**src/rtl/div32s16_seq.sv**
```systemverilog
// Sequential signed divider: DW-bit dividend / VW-bit divisor, restoring radix-2.
// Ports: clock, reset, in_valid/in_ready/in_dividend/in_divisor, out_valid/out_ready/out_quotient/out_remainder/out_dbz/out_ovf.
module div32s16_seq #(
  parameter int DW = 32,
  parameter int VW = 16
) (
  input  logic          clock,
  input  logic          reset,
  input  logic          in_valid,
  output logic          in_ready,
  input  logic [DW-1:0] in_dividend,
  input  logic [VW-1:0] in_divisor,
  output logic          out_valid,
  input  logic          out_ready,
  output logic [DW-1:0] out_quotient,
  output logic [DW-1:0] out_remainder,
  output logic          out_dbz,
  output logic          out_ovf
);

  localparam int CW = $clog2(DW + 1);

  typedef enum logic [1:0] {
    IDLE,
    CALC,
    DONE
  } state_t;

  state_t        state;
  logic [CW-1:0] cnt;
  logic [DW-1:0] dq;
  logic [DW-1:0] prem;
  logic [DW:0]   vabs;
  logic          sd;
  logic          sv;
  logic          dbz;
  logic          ovf;

  logic [DW:0]   vext;
  logic [DW:0]   vmag;
  logic [DW-1:0] dmag;
  logic [DW:0]   trial;
  logic [DW:0]   diff;
  logic          is_ovf;

  assign in_ready = (state == IDLE);

  assign vext = {{(DW + 1 - VW){in_divisor[VW-1]}}, in_divisor};
  assign vmag = in_divisor[VW-1] ? -vext : vext;
  // Unsigned DW bits already hold 2^(DW-1), the magnitude of the most negative dividend.
  assign dmag = in_dividend[DW-1] ? -in_dividend : in_dividend;

  // dq shifts dividend bits out at the top and quotient bits in at the bottom.
  assign trial = {prem, dq[DW-1]};
  assign diff  = trial - vabs;

  assign is_ovf = (in_dividend == {1'b1, {(DW - 1){1'b0}}}) &&
                  (in_divisor == '1);

  always_ff @(posedge clock) begin
    if (reset) begin
      state         <= IDLE;
      cnt           <= '0;
      dq            <= '0;
      prem          <= '0;
      vabs          <= '0;
      sd            <= 1'b0;
      sv            <= 1'b0;
      dbz           <= 1'b0;
      ovf           <= 1'b0;
      out_valid     <= 1'b0;
      out_quotient  <= '0;
      out_remainder <= '0;
      out_dbz       <= 1'b0;
      out_ovf       <= 1'b0;
    end else begin
      unique case (state)
        IDLE: begin
          if (in_valid) begin
            sd    <= in_dividend[DW-1];
            sv    <= in_divisor[VW-1];
            vabs  <= vmag;
            prem  <= '0;
            ovf   <= is_ovf;
            state <= CALC;
            if (in_divisor == '0) begin
              // Skip the iterations; the raw dividend is kept as the remainder.
              dbz <= 1'b1;
              dq  <= in_dividend;
              cnt <= CW'(DW);
            end else begin
              dbz <= 1'b0;
              dq  <= dmag;
              cnt <= '0;
            end
          end
        end
        CALC: begin
          if (cnt == CW'(DW)) begin
            state     <= DONE;
            out_valid <= 1'b1;
            out_dbz   <= dbz;
            out_ovf   <= ovf;
            if (dbz) begin
              out_quotient  <= '1;
              out_remainder <= dq;
            end else begin
              out_quotient  <= (sd ^ sv) ? -dq : dq;
              out_remainder <= sd ? -prem : prem;
            end
          end else begin
            cnt <= cnt + 1'b1;
            if (!diff[DW]) begin
              prem <= diff[DW-1:0];
              dq   <= {dq[DW-2:0], 1'b1};
            end else begin
              prem <= trial[DW-1:0];
              dq   <= {dq[DW-2:0], 1'b0};
            end
          end
        end
        DONE: begin
          if (out_ready) begin
            state     <= IDLE;
            out_valid <= 1'b0;
            out_dbz   <= 1'b0;
            out_ovf   <= 1'b0;
          end
        end
        default: state <= IDLE;
      endcase
    end
  end

endmodule
```
**config.mk**
```make
export PLATFORM = sky130hd
export DESIGN_NAME = div32s16_seq
export DESIGN_NICKNAME = d
export VERILOG_FILES = /design/src/rtl/div32s16_seq.sv
export SDC_FILE = /design/constraint.sdc
export NUM_CORES = 1
export LEC_CHECK = 0
export ABC_AREA = 1
export CORE_MARGIN = 2
export CORE_UTILIZATION = 59
export DETAILED_ROUTE_END_ITERATION = 10
export PLACE_DENSITY = 0.93
export SLEW_MARGIN = 20
export SYNTH_ARGS = -nofsm -noshare
export SYNTH_HDL_FRONTEND = slang
export SYNTH_SLANG_ARGS = --single-unit
```
**constraint.sdc**
```tcl
create_clock -name clock -period 4.5 [get_ports clock]
set_input_delay 1.125 -clock clock [delete_from_list [all_inputs] [get_ports clock]]
set_output_delay 1.125 -clock clock [all_outputs]
set_load 0.03 [all_outputs]
```
==> impl_metrics.csv <==
group,metric,value,unit
run_status,status,"completed",
finish,final_area,0.0144,mm²
synth,synth-seq-cells,176,
pwr,comb_power_share,48.3,%
grt,grt_overflow,0,
synth,synthesis.area,0.0125,mm²
synth,yosys.cell_types.count,51,
synth,synthCells,2084,
worst_setup_path,end_kind,"register",
clock_tree,clkLatencyLatePin,0.44,ns
timing,post-route-min-period,3.18,ns
route,ant_nets,0,
finish,layout-drive-gt1-share,5.33,%
grt,antenna_found_initial,0,
finish,syn2layout_area_growth,15.2,%
clock_tree,clock_sinks,176,
timing,fin_ws,1.32,ns
clock_tree,cts_tree,"built",
clock_tree,cts_resized,0,
finish,antenna_cells,0,
pwr,power.share.clock,23.5,%
die,fp.dieH,150,µm
route,routed_wirelength,40.1,mm
route,drt-initial-drc-count,1681,
clock_tree,postCtsSetupBuffers,0,
die,ios,120,
synth,async_flop_share,0,%
timing,worst_slew_pin_slew,0.979,ns
grt,track_usage,36.0,%
timing,finalSetupViolations,0,
clock_tree,ctsHoldBuffers,0,
synth,syn_avg_cell_area,6.02,µm²
synth,synth-seq-area-share,28.1,%
place,dp.cells,2418,
timing,clock.fmax,315,MHz
place,dp_slack,0.904,ns
synth,syn_nets,2176,
pwr,p_per_area,459,mW/mm²
pwr,sw_frac_of_total,45.5,%
place,gp_congestion,0.970,
worst_setup_path,regToRegSetupSlack,1.64,ns
die,start_util,59.8,%
die,core_area,0.0210,mm²
worst_setup_path,critical_path_class,"primary input to register",
timing,finalHoldViolCount,0,
place,hpwl,30.1,mm
route,drt-vias-per-instance,5.86,
finish,nNetsFinal,2254,
route,drt_pass1_iterations,6,
pwr,power.internal,3.61,mW
job,max-cap-violations,0,
worst_setup_path,cp.required,4.87,ns
clock_tree,cts-root-buf,"clkbuf_16",
timing,timing.final.crit_share,70.6,%
place,portBuffers,119,
synth,ys_warn_count,0,
clock_tree,cts.clk_slew.worst_paths,0.07,ns
synth,synthFlopType,"dfxtp_1",
die,die_w,150,µm
pwr,p_switching,3.01,mW
timing,finalSetupTns,0,ns
finish,finish.utilization,68.9,%
grt,grt_max_degree,62,
route,wl_per_cell,16.4,µm
clock_tree,clockBufferDepth,2,
route,drcViolationCount,0,
synth,synth_edf_count,0,
finish,fin_cells,2450,
pwr,p_leak,6.68,nW
grt,grt_pass1_wl,64.7,mm
clock_tree,cts_buffers,17,
worst_setup_path,worstPathArrival,3.55,ns
pwr,irDropWorstVdd,0.279,mV
timing,grt_setup_unrepaired,"false",
worst_setup_path,crit_fanout,29,
die,rows,53,
timing,slew_violations,0,
worst_hold_path,hold_class,"register to register",
grt,grt_pass1_vias,13500,
die,die_area,0.0224,mm²
timing,fin_skew,0.0129,ns
timing,slew_headroom,34.6,%
clock_tree,h-tree-depth,4,
pwr,sequentialPowerShare,28.2,%
route,via_count,14400,
worst_setup_path,start_kind,"primary input",
place,post_dp_cell_area,0.0138,mm²
## through the flow
step / total power [mW] / hold slack, ns
6_report: 6.63 / 0.442
5_1_grt: 7.10 / 0.459
4_1_cts: 6.54 / 0.444
3_5_place_dp: 4.99 / 0.434
3_3_place_gp: 4.91 / 0.427
2_1_floorplan: 4.26 / 0.420
## state kept, by name, summed over array words and instances (netlist names)
signal,flops
cnt,6
dbz,1
dq,32
out_dbz,1
out_ovf,1
out_quotient,32
out_remainder,32
out_valid,1
ovf,1
prem,32
sd,1
state,2
sv,1
vabs,33
## cells in the mapped netlist (20+ instances only)
| master | n | area share, % |
|---|---|---|
| nand2_1 | 577 | 17 |
| inv_1 | 304 | 9.1 |
| nand3_1 | 204 | 8.1 |
| nor2_1 | 193 | 5.8 |
| dfxtp_1 | 176 | 28 |
| a21oi_1 | 140 | 5.6 |
| o21ai_0 | 121 | 4.8 |
| clkbuf_1 | 49 | 1.5 |
| a31oi_1 | 48 | 2.4 |
| ha_1 | 39 | 3.9 |
| nor3_1 | 24 | 0.96 |
| nand4_1 | 22 | 1.1 |
| nand3b_1 | 20 | 1.2 |
## final timing paths
check | from | end | cells past startpoint
hold / removal | vabs[22] | vabs[22] | 2
hold reg to reg | vabs[22] | vabs[22] | 2
setup reg to reg | dq[31] | prem[30] | 16
setup / recovery | in_divisor[0] | dq[21] | 14
## critical path, stage by stage
cell and delay (ns):
clkdlybuf4s50_1 0.49, inv_1 0.08, ha_1 0.21, nand3_1 0.12, nand3b_4 0.15, nor2_2 0.04
nand2_1 0.11, nand2_1 0.06, buf_4 0.20, inv_2 0.36, nand2_1 0.20, a21oi_1 0.16
o21ai_0 0.11, a21oi_1 0.12
## logic make-up (layout without fill, tap and decap cells)
| family | after synthesis | count (layout) | synth area share [%] |
|---|---|---|---|
| adders and majority gates | 40 | 40 | 4.05 |
| xor gates and xnor gates | 21 | 21 | 1.53 |
| and+or+nand+nor | 1091 | 1091 | 37.9 |
| buffers and inverters | 397 | 488 | 12.5 |
| AOI/OAI and AO/OA | 359 | 359 | 15.9 |
| DFF | 176 | 176 | 28.1 |
## layout make-up
cell class	count	area, µm²
Multi-Input combinational cell	1511	7450
Fill cell	1840	6510
Sequential cell	176	3520
Timing Repair Buffer	136	1310
Inverter	320	1200
Clock buffer	19	453
Tap cell	275	344
Clock inverter	13	159
## routing by layer
metal	up-vias	wire length [µm]	global-route usage, %
li1	6882	-	-
met1	6406	15900	45.7
met2	869	17600	56.7
met3	197	4200	8.08
met4	0	2410	20.2
met5	-	0	0
## power by group through the flow
stage | clock network, mW | registers (mW) | logic [mW]
CTS | 1.55 | 1.85 | 3.14
finish | 1.56 | 1.87 | 3.20
global placement | 0 | 1.88 | 3.03
detailed placement | 0 | 1.88 | 3.10
floorplan | 0 | 1.86 | 2.40
global route | 1.62 | 1.87 | 3.60
## placed cells by master (no fill, tap or decap), types with 4 or more instances in the layout
cell type	instances
a21o_1	5
a21oi_1	140
a31oi_1	48
buf_4	17
clkbuf_16	17
clkdlybuf4s50_1	118
clkinv_2	4
dfxtp_1	176
ha_1	39
inv_1	304
inv_2	16
nand2_1	577
nand2_2	10
nand2_4	6
nand3_1	204
nand3b_1	20
nand4_1	22
nor2_1	193
nor2_2	7
nor2_4	5
nor3_1	24
nor4_1	6
o211ai_1	6
o21ai_0	121
o21ai_1	6
o221ai_1	8
o22ai_1	8
or2_2	6
xnor2_1	10
xor2_1	10
(Power assumes the default switching activity.)
